[config.mk]
export PLATFORM = sky130hd
export DESIGN_NAME = csr_trap_seq_flat
export DESIGN_NICKNAME = d
export VERILOG_FILES = /design/src/rtl/csr_trap_seq_if.sv /design/src/rtl/csr_trap_seq.sv /design/src/flat_wrapper.sv
export SDC_FILE = /design/constraint.sdc
export NUM_CORES = 1
export LEC_CHECK = 0
export BUFFER_PORTS_ARGS = -buffer_cell sky130_fd_sc_hd__buf_2
export CORE_ASPECT_RATIO = 0.6
export CORE_MARGIN = 1.5
export CORE_UTILIZATION = 36
export CTS_CLUSTER_DIAMETER = 50
export DETAILED_ROUTE_END_ITERATION = 8
export GPL_ROUTABILITY_DRIVEN = 0
export PLACE_DENSITY_LB_ADDON = 0.3
export SYNTH_ARGS = -nofsm -noshare
export SYNTH_HDL_FRONTEND = slang
export SYNTH_SLANG_ARGS = --single-unit
[constraint.sdc]
create_clock -name clk -period 4.2 [get_ports clk]
set_input_delay 0.21 -clock clk [delete_from_list [all_inputs] [get_ports clk]]
set_output_delay 0.21 -clock clk [all_outputs]
set_load 0.01 [all_outputs]
[src/rtl/csr_trap_seq_if.sv]
// Bus between the pipeline and the trap/MRET CSR write sequencer.
// Carries the trap/MRET requests, the CSR values read back from the CSR file,
// the WB-stage CSR write, the CSR file write port and the PC redirect.
interface csr_trap_seq_if;
  // requests from the pipeline
  logic        trap_req;
  logic [31:0] trap_cause;
  logic [31:0] trap_pc;
  logic [31:0] trap_tval;
  logic        mret_req;
  // current CSR values (asynchronous read from the CSR file)
  logic [31:0] mtvec_in;
  logic [31:0] mepc_in;
  logic [31:0] mstatus_in;
  // WB-stage CSR write
  logic        wb_csr_wen;
  logic [11:0] wb_csr_waddr;
  logic [31:0] wb_csr_wdata;
  // CSR file write port
  logic        csr_wen;
  logic [11:0] csr_waddr;
  logic [31:0] csr_wdata;
  // pipeline control
  logic        busy;
  logic        redirect_valid;
  logic [31:0] redirect_pc;

  // pipeline / CSR file side
  modport master (
    output trap_req, trap_cause, trap_pc, trap_tval, mret_req,
    output mtvec_in, mepc_in, mstatus_in,
    output wb_csr_wen, wb_csr_waddr, wb_csr_wdata,
    input  csr_wen, csr_waddr, csr_wdata,
    input  busy, redirect_valid, redirect_pc
  );

  // sequencer side
  modport slave (
    input  trap_req, trap_cause, trap_pc, trap_tval, mret_req,
    input  mtvec_in, mepc_in, mstatus_in,
    input  wb_csr_wen, wb_csr_waddr, wb_csr_wdata,
    output csr_wen, csr_waddr, csr_wdata,
    output busy, redirect_valid, redirect_pc
  );
endinterface

[src/rtl/csr_trap_seq.sv]
// csr_trap_seq: writer side of the machine-mode CSR file.
// Sequences mepc/mcause/mtval/mstatus updates on a trap and the mstatus
// update on MRET through the single CSR write port, then issues a one-cycle
// PC redirect. In IDLE the WB-stage CSR write passes straight through.
// Optional build macro CSR_TRAP_VECTORED_EN: vectored interrupt targets when
// mtvec mode is 2'b01 and the latched cause is an interrupt.
module csr_trap_seq #(
  parameter logic [11:0] MSTATUS_ADDR = 12'h300,
  parameter logic [11:0] MTVEC_ADDR   = 12'h305,
  parameter logic [11:0] MEPC_ADDR    = 12'h341,
  parameter logic [11:0] MCAUSE_ADDR  = 12'h342,
  parameter logic [11:0] MTVAL_ADDR   = 12'h343
) (
  input logic           clk,
  input logic           rst,
  csr_trap_seq_if.slave bus
);

  typedef enum logic [2:0] {
    IDLE,
    T_MEPC,
    T_MCAUSE,
    T_MTVAL,
    T_MSTATUS,
    M_MSTATUS,
    REDIRECT
  } state_t;

  state_t      state_reg;
  state_t      state_next;
  logic [31:0] cause_reg;
  logic [31:0] pc_reg;
  logic [31:0] tval_reg;
  logic        trap_path_reg;     // 1 = trap sequence, 0 = MRET sequence
  logic [31:0] redirect_pc_reg;   // holds the last target after the pulse

  logic        csr_wen;
  logic [11:0] csr_waddr;
  logic [31:0] csr_wdata;
  logic        redirect_valid;
  logic [31:0] redirect_target;
  logic [31:0] mstatus_trap;
  logic [31:0] mstatus_mret;
  logic [31:0] mtvec_base;
  logic        unused_bits;

  // Fields that are never consumed: mtvec is only read, and the low bits of
  // mtvec/mepc are masked off when forming a target.
  assign unused_bits = ^{MTVEC_ADDR, bus.mtvec_in[1:0], bus.mepc_in[1:0]};

  // mstatus images for trap entry and MRET, derived from the live CSR value
  always_comb begin
    mstatus_trap        = bus.mstatus_in;
    mstatus_trap[7]     = bus.mstatus_in[3];   // MPIE <= MIE
    mstatus_trap[3]     = 1'b0;                // MIE  <= 0
    mstatus_trap[12:11] = 2'b11;               // MPP  <= M
    mstatus_mret        = bus.mstatus_in;
    mstatus_mret[3]     = bus.mstatus_in[7];   // MIE  <= MPIE
    mstatus_mret[7]     = 1'b1;                // MPIE <= 1
    mstatus_mret[12:11] = 2'b11;               // MPP  <= M (machine-only core)
  end

  // Redirect target: mtvec base (optionally vectored) for traps, mepc for MRET
  always_comb begin
    mtvec_base = {bus.mtvec_in[31:2], 2'b00};
    if (trap_path_reg) begin
      redirect_target = mtvec_base;
`ifdef CSR_TRAP_VECTORED_EN
      if (bus.mtvec_in[1:0] == 2'b01 && cause_reg[31]) begin
        redirect_target = mtvec_base + {cause_reg[29:0], 2'b00};
      end
`endif
    end else begin
      redirect_target = {bus.mepc_in[31:2], 2'b00};
    end
  end

  // State register; reset abandons any sequence in progress
  always_ff @(posedge clk or posedge rst) begin
    if (rst) begin
      state_reg <= IDLE;
    end else begin
      state_reg <= state_next;
    end
  end

  // Request capture at acceptance and redirect target hold
  always_ff @(posedge clk or posedge rst) begin
    if (rst) begin
      cause_reg       <= 32'd0;
      pc_reg          <= 32'd0;
      tval_reg        <= 32'd0;
      trap_path_reg   <= 1'b0;
      redirect_pc_reg <= 32'd0;
    end else begin
      if (state_reg == IDLE) begin
        if (bus.trap_req) begin
          cause_reg     <= bus.trap_cause;
          pc_reg        <= {bus.trap_pc[31:2], 2'b00};
          tval_reg      <= bus.trap_tval;
          trap_path_reg <= 1'b1;
        end else if (bus.mret_req) begin
          trap_path_reg <= 1'b0;
        end
      end
      if (state_reg == REDIRECT) begin
        redirect_pc_reg <= redirect_target;
      end
    end
  end

  // Next-state and write-port decode; IDLE forwards the WB-stage write
  always_comb begin
    state_next     = state_reg;
    csr_wen        = 1'b0;
    csr_waddr      = 12'd0;
    csr_wdata      = 32'd0;
    redirect_valid = 1'b0;
    case (state_reg)
      IDLE: begin
        csr_wen   = bus.wb_csr_wen;
        csr_waddr = bus.wb_csr_waddr;
        csr_wdata = bus.wb_csr_wdata;
        // a trap outranks a simultaneous MRET, which is dropped
        if (bus.trap_req) begin
          state_next = T_MEPC;
        end else if (bus.mret_req) begin
          state_next = M_MSTATUS;
        end
      end
      T_MEPC: begin
        csr_wen    = 1'b1;
        csr_waddr  = MEPC_ADDR;
        csr_wdata  = pc_reg;
        state_next = T_MCAUSE;
      end
      T_MCAUSE: begin
        csr_wen    = 1'b1;
        csr_waddr  = MCAUSE_ADDR;
        csr_wdata  = cause_reg;
        state_next = T_MTVAL;
      end
      T_MTVAL: begin
        csr_wen    = 1'b1;
        csr_waddr  = MTVAL_ADDR;
        csr_wdata  = tval_reg;
        state_next = T_MSTATUS;
      end
      T_MSTATUS: begin
        csr_wen    = 1'b1;
        csr_waddr  = MSTATUS_ADDR;
        csr_wdata  = mstatus_trap;
        state_next = REDIRECT;
      end
      M_MSTATUS: begin
        csr_wen    = 1'b1;
        csr_waddr  = MSTATUS_ADDR;
        csr_wdata  = mstatus_mret;
        state_next = REDIRECT;
      end
      REDIRECT: begin
        redirect_valid = 1'b1;
        state_next     = IDLE;
      end
      default: begin
        state_next = IDLE;
      end
    endcase
  end

  assign bus.csr_wen        = csr_wen;
  assign bus.csr_waddr      = csr_waddr;
  assign bus.csr_wdata      = csr_wdata;
  assign bus.busy           = (state_reg != IDLE);
  assign bus.redirect_valid = redirect_valid;
  // target is presented during the pulse, then held from the register
  assign bus.redirect_pc    = (state_reg == REDIRECT) ? redirect_target : redirect_pc_reg;

endmodule

[src/flat_wrapper.sv]
// flat-port wrapper written by rule: the top's interface ports become plain ports
module csr_trap_seq_flat 
#(
  parameter logic [11:0] MSTATUS_ADDR = 12'h300,
  parameter logic [11:0] MTVEC_ADDR   = 12'h305,
  parameter logic [11:0] MEPC_ADDR    = 12'h341,
  parameter logic [11:0] MCAUSE_ADDR  = 12'h342,
  parameter logic [11:0] MTVAL_ADDR   = 12'h343
)
  (clk, rst, bus_trap_req, bus_trap_cause, bus_trap_pc, bus_trap_tval, bus_mret_req, bus_mtvec_in, bus_mepc_in, bus_mstatus_in, bus_wb_csr_wen, bus_wb_csr_waddr, bus_wb_csr_wdata, bus_csr_wen, bus_csr_waddr, bus_csr_wdata, bus_busy, bus_redirect_valid, bus_redirect_pc);
  csr_trap_seq_if bus_i ();
  input logic clk;
  input logic rst;
  input wire logic [$bits(bus_i.trap_req)-1:0] bus_trap_req;
  input wire logic [$bits(bus_i.trap_cause)-1:0] bus_trap_cause;
  input wire logic [$bits(bus_i.trap_pc)-1:0] bus_trap_pc;
  input wire logic [$bits(bus_i.trap_tval)-1:0] bus_trap_tval;
  input wire logic [$bits(bus_i.mret_req)-1:0] bus_mret_req;
  input wire logic [$bits(bus_i.mtvec_in)-1:0] bus_mtvec_in;
  input wire logic [$bits(bus_i.mepc_in)-1:0] bus_mepc_in;
  input wire logic [$bits(bus_i.mstatus_in)-1:0] bus_mstatus_in;
  input wire logic [$bits(bus_i.wb_csr_wen)-1:0] bus_wb_csr_wen;
  input wire logic [$bits(bus_i.wb_csr_waddr)-1:0] bus_wb_csr_waddr;
  input wire logic [$bits(bus_i.wb_csr_wdata)-1:0] bus_wb_csr_wdata;
  output wire logic [$bits(bus_i.csr_wen)-1:0] bus_csr_wen;
  output wire logic [$bits(bus_i.csr_waddr)-1:0] bus_csr_waddr;
  output wire logic [$bits(bus_i.csr_wdata)-1:0] bus_csr_wdata;
  output wire logic [$bits(bus_i.busy)-1:0] bus_busy;
  output wire logic [$bits(bus_i.redirect_valid)-1:0] bus_redirect_valid;
  output wire logic [$bits(bus_i.redirect_pc)-1:0] bus_redirect_pc;
  assign bus_i.trap_req = bus_trap_req;
  assign bus_i.trap_cause = bus_trap_cause;
  assign bus_i.trap_pc = bus_trap_pc;
  assign bus_i.trap_tval = bus_trap_tval;
  assign bus_i.mret_req = bus_mret_req;
  assign bus_i.mtvec_in = bus_mtvec_in;
  assign bus_i.mepc_in = bus_mepc_in;
  assign bus_i.mstatus_in = bus_mstatus_in;
  assign bus_i.wb_csr_wen = bus_wb_csr_wen;
  assign bus_i.wb_csr_waddr = bus_wb_csr_waddr;
  assign bus_i.wb_csr_wdata = bus_wb_csr_wdata;
  assign bus_csr_wen = bus_i.csr_wen;
  assign bus_csr_waddr = bus_i.csr_waddr;
  assign bus_csr_wdata = bus_i.csr_wdata;
  assign bus_busy = bus_i.busy;
  assign bus_redirect_valid = bus_i.redirect_valid;
  assign bus_redirect_pc = bus_i.redirect_pc;
  csr_trap_seq #(.MSTATUS_ADDR(MSTATUS_ADDR), .MTVEC_ADDR(MTVEC_ADDR), .MEPC_ADDR(MEPC_ADDR), .MCAUSE_ADDR(MCAUSE_ADDR), .MTVAL_ADDR(MTVAL_ADDR)) u_core (.clk(clk), .rst(rst), .bus(bus_i));
endmodule
== Yosys cells after proc, flatten, opt, wreduce, memory -nomap -nowiden ==
Cells that the tools add are included.
Storage, ports and cells
  register bits after elaboration: 130
  input bits: 241
  output and inout bits: 79
  logic and storage cells: 31
Cells by class
  eq/ne operators: 7
  mux-type cells: 11
  reduce and logical (&&, ||, !) cells: 7
Operators by type and width (number)
  $pmux 32 s6: 1
  $mux 32: 2
  $pmux 12 s5: 1
  $pmux 3 s5: 1
  $eq 3x3->1 const B: 3
  $eq 3x2->1 const B: 2
  $mux 3: 2
  $reduce_or 5->1: 1
  $reduce_and 2->1: 2
  $eq 3x1->1 const B: 1
  $logic_not 3->1: 1
  $mux 1: 3
  $ne 3x3->1 const B: 1
  $reduce_bool 3->1: 1
  $pmux 1 s2: 1
  $reduce_bool 2->1: 1
  $reduce_or 2->1: 1

== Logic depth before layout (Yosys ltp) ==
Gate-level depths: netlist of the first run.
  depth after elaboration: 3
  gate-level depth with buffers: 7
  gate-level depth less buffers: 3

== Least setup slack after synthesis of the first run ==
OpenSTA, ideal clock, no wires.
  kind: flip-flop to flip-flop
  start: reg u_core.state_reg[1]
  end: reg u_core.cause_reg[19]
  library setup time: 0.127 ns
  arrival time: 1.581 ns
  required time: 4.073 ns
  setup slack: 2.492 ns
  cell stages (with the launch flop): 8
  buffers on the path: 4
  period minus slack after synthesis: 1.708 ns
  cell sequence: dfrtp_1 > buf_6 > nor3_4 > and2_1 > buf_4 > buf_12 > buf_6 > mux2_1
On the way
  word-level cells in the longest chain between the ends: 2
RTL lines
  start, declared: line csr_trap_seq.sv:29  | state_t state_reg;
  start signal, assigned: line csr_trap_seq.sv:83  | state_reg <= state_next;
  $logic_not 3->1: line csr_trap_seq.sv:96  | if (state_reg == IDLE) begin
  $reduce_and 2->1 (no line)
  end signal, assigned: line csr_trap_seq.sv:98  | cause_reg <= bus.trap_cause;
  end, declared: line csr_trap_seq.sv:31  | logic [31:0] cause_reg;
Every way passes these cells.
A chain may end at the register's enable or synchronous reset.

== Worst setup path after layout of the first run ==
  start: reg u_core.state_reg[0]
  end: out bus_csr_wdata[31]
On the way
  word-level cells in the longest chain between the ends: 2
  elaborated cells between the ends (all ways): 7
  those cells by class: 5 x eq/ne; 1 x mux; 1 x reduce/logical
RTL lines
  $eq 3x3->1, or another cell as far along: line csr_trap_seq.sv:119  | case (state_reg)
  $pmux 32 s6 (*): line csr_trap_seq.sv:119
  end, declared: line flat_wrapper.sv:27  | output wire logic [$bits(bus_i.csr_wdata)-1:0] bus_csr_wdata;
Mark *: on every way between the ends. The rest lies on a longest branch, timed or not.

==> results by group, run 1 <==
Logic synthesis
  – Synthesis warning total: 0
  – Yosys reg bits: 130
  – Mapped Nets: 761
  – Seq/Total Area, Yosys: 0.499
  – Asr flop ratio synth: 1.00
  – Mapped Cells: 520
  – Syn Std Cell Area: 0.00653 mm2
  – Number of synthesized flops with an enable pin: 0
  – Avg Cell Area, Syn: 12.5 um2
  – Synth unique cells: 32
  – Main flop type after synthesis: dfrtp_1

Floorplanning
  – Die Ht: 107 um
  – Die width: 177 um
  – I/O pin count: 320
  – Starting Density: 0.374
  – Die ar.: 0.0190 mm2
  – Core Region: 0.0175 mm2
  – Std cell rows: 37

Clock tree
  – CTS H-tree lvls: 4
  – Root buffer cell: clkbuf_16
  – CTS tree: done
  – CTS sink count: 130
  – Clock Pin Slew Worst Setup and Hold Paths: 0.07 ns
  – Post-cts resize count: 0
  – CTS buffer count: 17
  – Setup bufs post-CTS: 0
  – CTS Hold Buffers Added: 5
  – Deepest clock path buffer count: 2
  – Clk_lat worst skew: 0.41 ns

STA
  – Setup slack after layout: 1.40 ns
  – Period utilization: 0.666
  – Tmin final: 2.80 ns
  – Rel. slew slack: 0.341
  – Final setup violation count: 0
  – Minimum hold slack: 0.0175 ns
  – Total negative slack: 0 ns
  – Hold Fails Final Rpt: 0
  – Slew at the pin closest to its max-slew limit: 0.988 ns
  – Slew Limit Fails: 0
  – FMAX: 0.358 GHz
  – Unrepaired setup endpoints after global routing: no
  – Final clock skew: 0.00851 ns

Drt
  – Final WL: 18.0 mm
  – Final ANT Viol Nets: 0
  – Avg WL per Cell: 16.8 um
  – Initial DRC count: 172
  – Via count: 5,120
  – Drt drc: 0
  – Detailed Routing Iterations Pass 1: 4
  – Vias per Instance: 4.78

Global route
  – Largest net degree at the start of global routing: 109
  – Grt ovf: 0
  – Vias in the first global route: 5,322
  – Initial antenna violation count: 3
  – First-pass GRT wire length: 27.9 mm
  – All-layer global routing usage: 0.191

Final layout
  – Area growth, synth to finish: 34.9%
  – Share of cells above drive strength 1: 0.514
  – Most frequent cells in the layout: 311 x buf_2, 127 x dfrtp_1, 85 x mux2i_1
  – Storage cell area: 0.00326 mm2
  – Fill count: 1,643
  – # nets final: 1,064
  – Util after Layout: 0.504
  – Multi-input logic area: 0.00299 mm2
  – Most common cell after layout, fill and taps aside: buf_2
  – Layout Cells excl Fill: 1,071

Worst setup path
  – Crit Path Class: register to output port
  – Reg-to-reg slack, setup: 1.56 ns
  – CP endpoint: bus_csr_wdata[31]
  – Largest fanout on the critical path: 35
  – FF-to-FF path depth: 4
  – Setup crit start kind: register
  – Reg2reg start: u_core.state_reg[0]
  – Worst setup EP type: output port
  – Worst Setup SP: u_core.state_reg[0]
  – Required time of the critical path: 3.99 ns
  – FF-to-FF End: u_core.pc_reg[10]
  – Data arrival, critical path: 2.59 ns

Outcome
  – Status: finished, final reports clean

Power and ir drop
  – Sw Ratio: 0.376
  – PwrDens: 770 mW/mm2
  – Leakage: 4.44 nW
  – Clock share of power: 0.206
  – Comb pwr share: 0.452
  – Seq pwr share: 0.342
  – P_sw: 2.55 mW
  – Internal: 4.23 mW
  – Max IR drop VDD: 280 uV

Placement
  – IO Port Bufs: 311
  – Pre-CTS setup slack: 1.59 ns
  – Final HPWL DP: 13.0 mm
  – Inst Count DP: 1,033

Run
  – Max Cap Viol: 0

Worst hold path
  – Min-delay worst type: input pin to register
## power groups by stage
| stage | clock, mW | sequential, mW | combinational [mW] |
|---|---|---|---|
| final | 1.40 | 2.32 | 3.06 |
| after floorplan | 0 | 2.09 | 2.32 |
| after global placement | 0 | 2.32 | 3.06 |
| after global routing | 1.50 | 2.41 | 3.38 |
| after detailed placement | 0 | 2.34 | 3.10 |
| after CTS | 1.44 | 2.32 | 3.11 |
## area by class of cell
cell class              instances  share of cell area
clock buffers                  18              0.0488
repair buffers                323               0.190
well taps                     234              0.0333
inverters                       6             0.00313
clock inverters                14              0.0149
diodes                          1            0.000284
flip-flops and latches        130               0.370
multi-input cells             345               0.339
## logic make-up after synthesis
family | after synthesis | share of synthesized area
xor+xnor | 1 | 0.00134
flops | 130 | 0.499
simple gates | 55 | 0.0397
compound gates | 81 | 0.0738
mux | 208 | 0.343
buf+inv | 45 | 0.0439
## metrics by stage
step / area [um2] / total power, mW
after floorplan: 6530 / 4.41
after global placement: 8190 / 5.38
after detailed placement: 8190 / 5.44
after CTS: 8800 / 6.88
after global routing: 8800 / 7.29
final: 8800 / 6.78
## cell usage after synthesis, types with 3 or more instances
cell      count  area, um2
mux2_2       74        833
mux2i_1      85        851
clkbuf_1     15       56.3
a22oi_1       4       30.0
dfrtp_1     130       3250
buf_8         4       60.1
o21ai_0      33        165
a21oi_1       5       25.0
buf_2         9       45.0
o22ai_1      28        175
inv_1         6       22.5
buf_4         8       60.1
nor2_1        5       18.8
nand2_1      33        124
and2_1       10       62.6
mux2_1       49        552
o21a_1        3       22.5
## routing by layer
| layer | up-vias | GRT usage | part of all wire |
|---|---|---|---|
| li1 | 2507 | - | - |
| met1 | 2412 | 0.265 | 0.47 |
| met2 | 184 | 0.291 | 0.44 |
| met3 | 13 | 0.0671 | 0.081 |
| met4 | 4 | 0.0321 | 0.0051 |
| met5 | - | 0 | 0.0011 |
## how the worst min path moves through the flow
stage | depth (start not counted) | slack, ns | to | startpoint
final | 2 | 0.02 | u_core.cause_reg[26] | bus_trap_cause[26]
after global routing | 2 | 0.001 | u_core.tval_reg[19] | bus_trap_tval[19]
after floorplan | 1 | 0.33 | u_core.state_reg[0] | bus_mret_req
after global placement | 2 | 0.43 | u_core.tval_reg[20] | bus_trap_tval[20]
after detailed placement | 2 | 0.43 | u_core.tval_reg[31] | bus_trap_tval[31]
after CTS | 2 | 0.0006 | u_core.tval_reg[31] | bus_trap_tval[31]
## worst max-delay path, cell delays in order (launching register included)
cell     delay, ns
dfrtp_4       0.77
buf_4         0.54
mux2_2        0.40
mux2i_1       0.17
o22ai_1       0.11
buf_2         0.17
Power figures use the tool's default switching activity.
==> run 2, diff against run 1 <==
Clock period 4.2 ns to 2.8 ns, I/O delays scaled along.
==> run 2 against run 1 <==
The flow now finishes with violations (negative hold slack). Critical path depth unchanged. Global-route usage is 1.1 points higher. Wire length up 4.6%. Sequential share of layout area decreased by 3.8 points. Count of clock-buffer cells in the layout unchanged. Via count increased by 8.7%. Worst setup slack worse by 1.0 ns. Sequential cell count stayed put. Largest cell class unchanged. Highest routed layer is now met4.
==> results by group, run 2 (synthesized netlist as in run 1, its figures left out) <==
Global route
  – Vias in the first global route: 5,750
  – First-pass GRT wire length: 29.9 mm
  – Grt ovf: 0
  – Initial antenna violation count: 1
  – All-layer global routing usage: 0.202
  – Largest net degree at the start of global routing: 64

Drt
  – Met2 WL: 8.67 mm
  – Vias per Instance: 4.77
  – Avg WL per Cell: 16.1 um
  – Initial DRC count: 252
  – Routed wl met3: 1.23 mm
  – Via count: 5,563
  – Top sig layer: met4
  – Final ANT Viol Nets: 0
  – Drt drc: 0
  – Final WL: 18.8 mm
  – Detailed Routing Iterations Pass 1: 4
  – M1 WL: 8.85 mm

Final layout
  – Most common cell after layout, fill and taps aside: buf_2
  – Area growth, synth to finish: 50.5%
  – Storage cell area: 0.00326 mm2
  – Most frequent cells in the layout: 311 x buf_2, 127 x dfrtp_1, 96 x dlygate4sd3_1
  – # nets final: 1,160
  – Share of cells above drive strength 1: 0.468
  – Fill count: 1,496
  – Layout Cells excl Fill: 1,167
  – Multi-input logic area: 0.00299 mm2

Placement
  – IO Port Bufs: 311
  – Final HPWL DP: 13.2 mm
  – Inst Count DP: 1,038

Worst setup path
  – Reg2reg start: u_core.state_reg[0]
  – Crit Path Class: register to output port
  – Worst setup EP type: output port
  – FF-to-FF End: u_core.state_reg[0]
  – Setup crit start kind: register
  – CP Buf/Inv Count: 3
  – Largest fanout on the critical path: 27
  – Reg-to-reg slack, setup: 0.61 ns
  – CP endpoint: bus_csr_wdata[25]
  – Critical Path Max Stage Delay: 0.62 ns
  – Required time of the critical path: 2.66 ns
  – Worst Setup SP: u_core.state_reg[2]
  – Crit-path cells: inv_2 > nand2_1 > buf_4 > o22ai_1 > buf_2
  – Delay-heaviest family, CP: buffers and inverters
  – Slowest CP cell: dfrtp_1
  – Data arrival, critical path: 2.27 ns
  – CP Depth: 5
  – FF-to-FF path depth: 4

STA
  – Total negative slack: 0 ns
  – Final clock skew: 0.0121 ns
  – Period utilization: 0.861
  – Unrepaired setup endpoints after global routing: no
  – Tmin final: 2.41 ns
  – Slew at the pin closest to its max-slew limit: 1.08 ns
  – Final setup violation count: 0
  – FMAX: 0.415 GHz
  – Rel. slew slack: 0.278
  – Slew Limit Fails: 0
  – Minimum hold slack: -0.00966 ns
  – Hold Fails Final Rpt: 30

Clock tree
  – CTS buffer count: 17
  – Post-cts resize count: 0
  – CTS sink count: 130
  – Clock Pin Slew Worst Setup and Hold Paths: 0.06 ns
  – CTS H-tree lvls: 4
  – CTS tree: done
  – Clk_lat worst skew: 0.41 ns
  – Root buffer cell: clkbuf_16
  – Deepest clock path buffer count: 2

Outcome
  – Status: finished, violations left
  – Violated checks: negative hold slack

Power and ir drop
  – Leakage: 4.88 nW
  – Max IR drop VDD: 567 uV
  – PwrDens: 1070 mW/mm2

Floorplanning
  – I/O pin count: 320
  – Die ar.: 0.0190 mm2
  – Die Ht: 107 um
  – Core Region: 0.0175 mm2
  – Std cell rows: 37
  – Starting Density: 0.374
  – Die width: 177 um

Run
  – Max Cap Viol: 0

Worst hold path
  – Min-delay worst type: input pin to asynchronous set/reset pin
## run 2: metrics by stage
| stage | util | area (um2) | worst slack, ns | total power [mW] |
|---|---|---|---|---|
| floorplan | - | 6530 | 1.05 | 6.61 |
| global placement | 0.474 | 8280 | 0.637 | 8.15 |
| detailed placement | 0.474 | 8280 | 0.607 | 8.24 |
| CTS | 0.562 | 9820 | 0.382 | 10.6 |
| global route | 0.563 | 9820 | 0.236 | 11.3 |
| finish | 0.563 | 9820 | 0.389 | 10.5 |
## run 2: worst min-delay path by stage
stage | cells past startpoint | slack (ns) | end | start
4_1_cts | 2 | 0.01 | u_core.pc_reg[15] | rst
3_3_place_gp | 2 | 0.36 | u_core.cause_reg[24] | bus_trap_cause[24]
6_report | 2 | -0.01 | u_core.redirect_pc_reg[30] | rst
3_5_place_dp | 2 | 0.36 | u_core.tval_reg[5] | bus_trap_tval[5]
5_1_grt | 2 | 0.06 | u_core.cause_reg[12] | rst
2_1_floorplan | 1 | 0.26 | u_core.state_reg[0] | bus_mret_req
## run 2: final cells by class
| type | instances | area share |
|---|---|---|
| Multi-Input combinational cell | 345 | 0.304 |
| Sequential cell | 130 | 0.332 |
| Tap cell | 234 | 0.0298 |
| Clock inverter | 14 | 0.0144 |
| Antenna cell | 1 | 0.000255 |
| Timing Repair Buffer | 419 | 0.272 |
| Clock buffer | 18 | 0.0447 |
| Inverter | 6 | 0.00268 |
## run 2: metal layers
| layer | track usage | up-vias |
|---|---|---|
| li1 | - | 2696 |
| met1 | 0.272 | 2671 |
| met2 | 0.325 | 189 |
| met3 | 0.0526 | 7 |
| met4 | 0.0490 | 0 |
| met5 | 0 | - |
## run 2: repair_timing
action	in CTS	in global routing
hold buffers	96	0
hold endpoints to repair	95	0
endpoints found under the setup margin	0	0
setup buffers	0	0
## run 2: where the power goes
group          leakage [nW]  internal [mW]  switching [mW]  total [mW]
registers              1.55           2.83           0.607        3.44
logic                  3.04           2.43            2.43        4.87
clock network         0.285           1.28           0.901        2.18
==> run 3, diff against run 2 <==
Settings changed: CORE_ASPECT_RATIO 0.6 to 0.8, CTS_BUF_LIST from default to sky130_fd_sc_hd__clkbuf_8 sky130_fd_sc_hd__clkbuf_16.
==> run 3 against run 2 <==
The run now ends clean. Count of clock-buffer cells in the layout rose by 1. Die area decreased by 0.11%. Sequential share of layout area is 0.25 points lower. Clock skew decreased by 0.0022 ns. Largest cell class unchanged. Largest power group unchanged.
==> results by group, run 3 (synthesized netlist as in run 1, its figures left out) <==
STA
  – Total negative slack: 0 ns
  – Tmin final: 2.30 ns
  – Setup slack after layout: 0.500 ns
  – Slew at the pin closest to its max-slew limit: 0.886 ns
  – Final clock skew: 0.00988 ns
  – Slew Limit Fails: 0
  – Final setup violation count: 0
  – Period utilization: 0.822
  – Unrepaired setup endpoints after global routing: no
  – Rel. slew slack: 0.410
  – Hold Fails Final Rpt: 0
  – FMAX: 0.435 GHz

Global route
  – All-layer global routing usage: 0.204
  – First-pass GRT wire length: 30.0 mm
  – Grt ovf: 0
  – Initial antenna violation count: 1
  – Vias in the first global route: 5,896
  – Largest net degree at the start of global routing: 64

Worst setup path
  – Reg2reg start: u_core.state_reg[0]
  – Data arrival, critical path: 2.16 ns
  – Largest fanout on the critical path: 52
  – Setup crit start kind: register
  – Required time of the critical path: 2.66 ns
  – Crit-path cells: buf_12 > mux2_2 > mux2i_1 > o22ai_1 > buf_2
  – Slowest CP cell: dfrtp_4
  – Critical Path Max Stage Delay: 0.56 ns
  – Worst Setup SP: u_core.state_reg[0]
  – Worst setup EP type: output port
  – Crit Path Class: register to output port

Clock tree
  – Deepest clock path buffer count: 2
  – CTS sink count: 130
  – Setup bufs post-CTS: 0
  – Clock Pin Slew Worst Setup and Hold Paths: 0.06 ns
  – Post-cts resize count: 0
  – Clk_lat worst skew: 0.41 ns
  – CTS H-tree lvls: 4
  – CTS tree: done
  – Root buffer cell: clkbuf_16
  – CTS buffer count: 17

Floorplanning
  – Starting Density: 0.372
  – Die Ht: 123 um
  – Die ar.: 0.0189 mm2
  – Die width: 154 um
  – Std cell rows: 43
  – Core Region: 0.0175 mm2
  – I/O pin count: 320

Final layout
  – Share of cells above drive strength 1: 0.468
  – # nets final: 1,164
  – Area growth, synth to finish: 51.6%
  – Storage cell area: 0.00326 mm2
  – Multi-input logic area: 0.00299 mm2
  – Most common cell after layout, fill and taps aside: buf_2
  – Util after Layout: 0.564
  – Most frequent cells in the layout: 311 x buf_2, 127 x dfrtp_1, 97 x dlygate4sd3_1
  – Fill count: 1,556

Drt
  – Vias per Instance: 4.81
  – Initial DRC count: 279
  – Final ANT Viol Nets: 0
  – Via count: 5,590
  – Final WL: 19.1 mm
  – Avg WL per Cell: 16.4 um
  – Drt drc: 0
  – Detailed Routing Iterations Pass 1: 4

Placement
  – IO Port Bufs: 311
  – Final HPWL DP: 13.1 mm
  – Pre-CTS setup slack: 0.822 ns

Worst hold path
  – HP Start: bus_mret_req
  – Min-delay worst type: input pin to register

Power and ir drop
  – Leakage: 4.91 nW
  – PwrDens: 1080 mW/mm2
  – Max IR drop VDD: 472 uV

Outcome
  – Status: finished, final reports clean

Run
  – Max Cap Viol: 0
## run 3: cell types whose count changed in the layout (fill, tap and decap cells not counted), sizes merged
cell,before,now
dlygate4sd3,96,97
buf,323,326
clkbuf,18,19
clkinvlp,2,5
inv,14,6
bufinv,1,4
## run 3: path summary, 6_finish.rpt
| check | endpoint | cells after the start | slack, ns |
|---|---|---|---|
| min reg2reg | u_core.redirect_pc_reg[0] | 1 | 0.48 |
| max reg2reg | u_core.state_reg[0] | 4 | 0.73 |
| min in group asynchronous | u_core.cause_reg[19] | 3 | 0.35 |
| min | u_core.trap_path_reg | 3 | 0.05 |
| max in group asynchronous | u_core.cause_reg[3] | 4 | 1.72 |
| max | bus_csr_wdata[15] | 5 | 0.50 |
## run 3: through the flow
step,power (mW),instances,instance area (um2),hold slack [ns]
2_1_floorplan,6.61,520,6530,0.265
3_3_place_gp,8.13,1032,8290,0.251
3_5_place_dp,8.23,1032,8290,0.247
4_1_cts,10.8,1160,9890,0.0337
5_1_grt,11.5,1161,9890,0.0410
6_report,10.7,1161,9890,0.0506
## run 3: worst max-delay path, delay by kind of cell, from the launching register on
| family | cells | cell delay [ns] |
|---|---|---|
| muxes | 2 | 0.55 |
| DFF | 1 | 0.56 |
| AOI/OAI and AO/OA | 1 | 0.11 |
| buffers and inverters | 2 | 0.48 |
## run 3: what timing repair did
item / CTS / global route
endpoints found under the setup margin: 0 / 0
hold buffers: 97 / 0
endpoints found under the hold margin: 116 / 0
## run 3: where the power goes
part | internal [mW] | switching (mW) | total, mW
Combinational | 2.46 | 2.41 | 4.87
Sequential | 2.83 | 0.620 | 3.45
Clock | 1.54 | 0.838 | 2.37
## run 3: layout make-up
cell class                      instances  share of cell area
Clock buffer                           19              0.0458
Inverter                                6             0.00266
Antenna cell                            1            0.000253
Clock inverter                         12              0.0183
Sequential cell                       130               0.329
Timing Repair Buffer                  423               0.273
Multi-Input combinational cell        345               0.302
Tap cell                              225              0.0285
## run 3: metal layers
layer  vias up  global-route usage  wire, um
li1       2698                   -         -
met1      2684               0.263      8540
met2       189               0.341      9250
met3        19              0.0522      1030
met4         0              0.0583       266
met5         -                   0         0
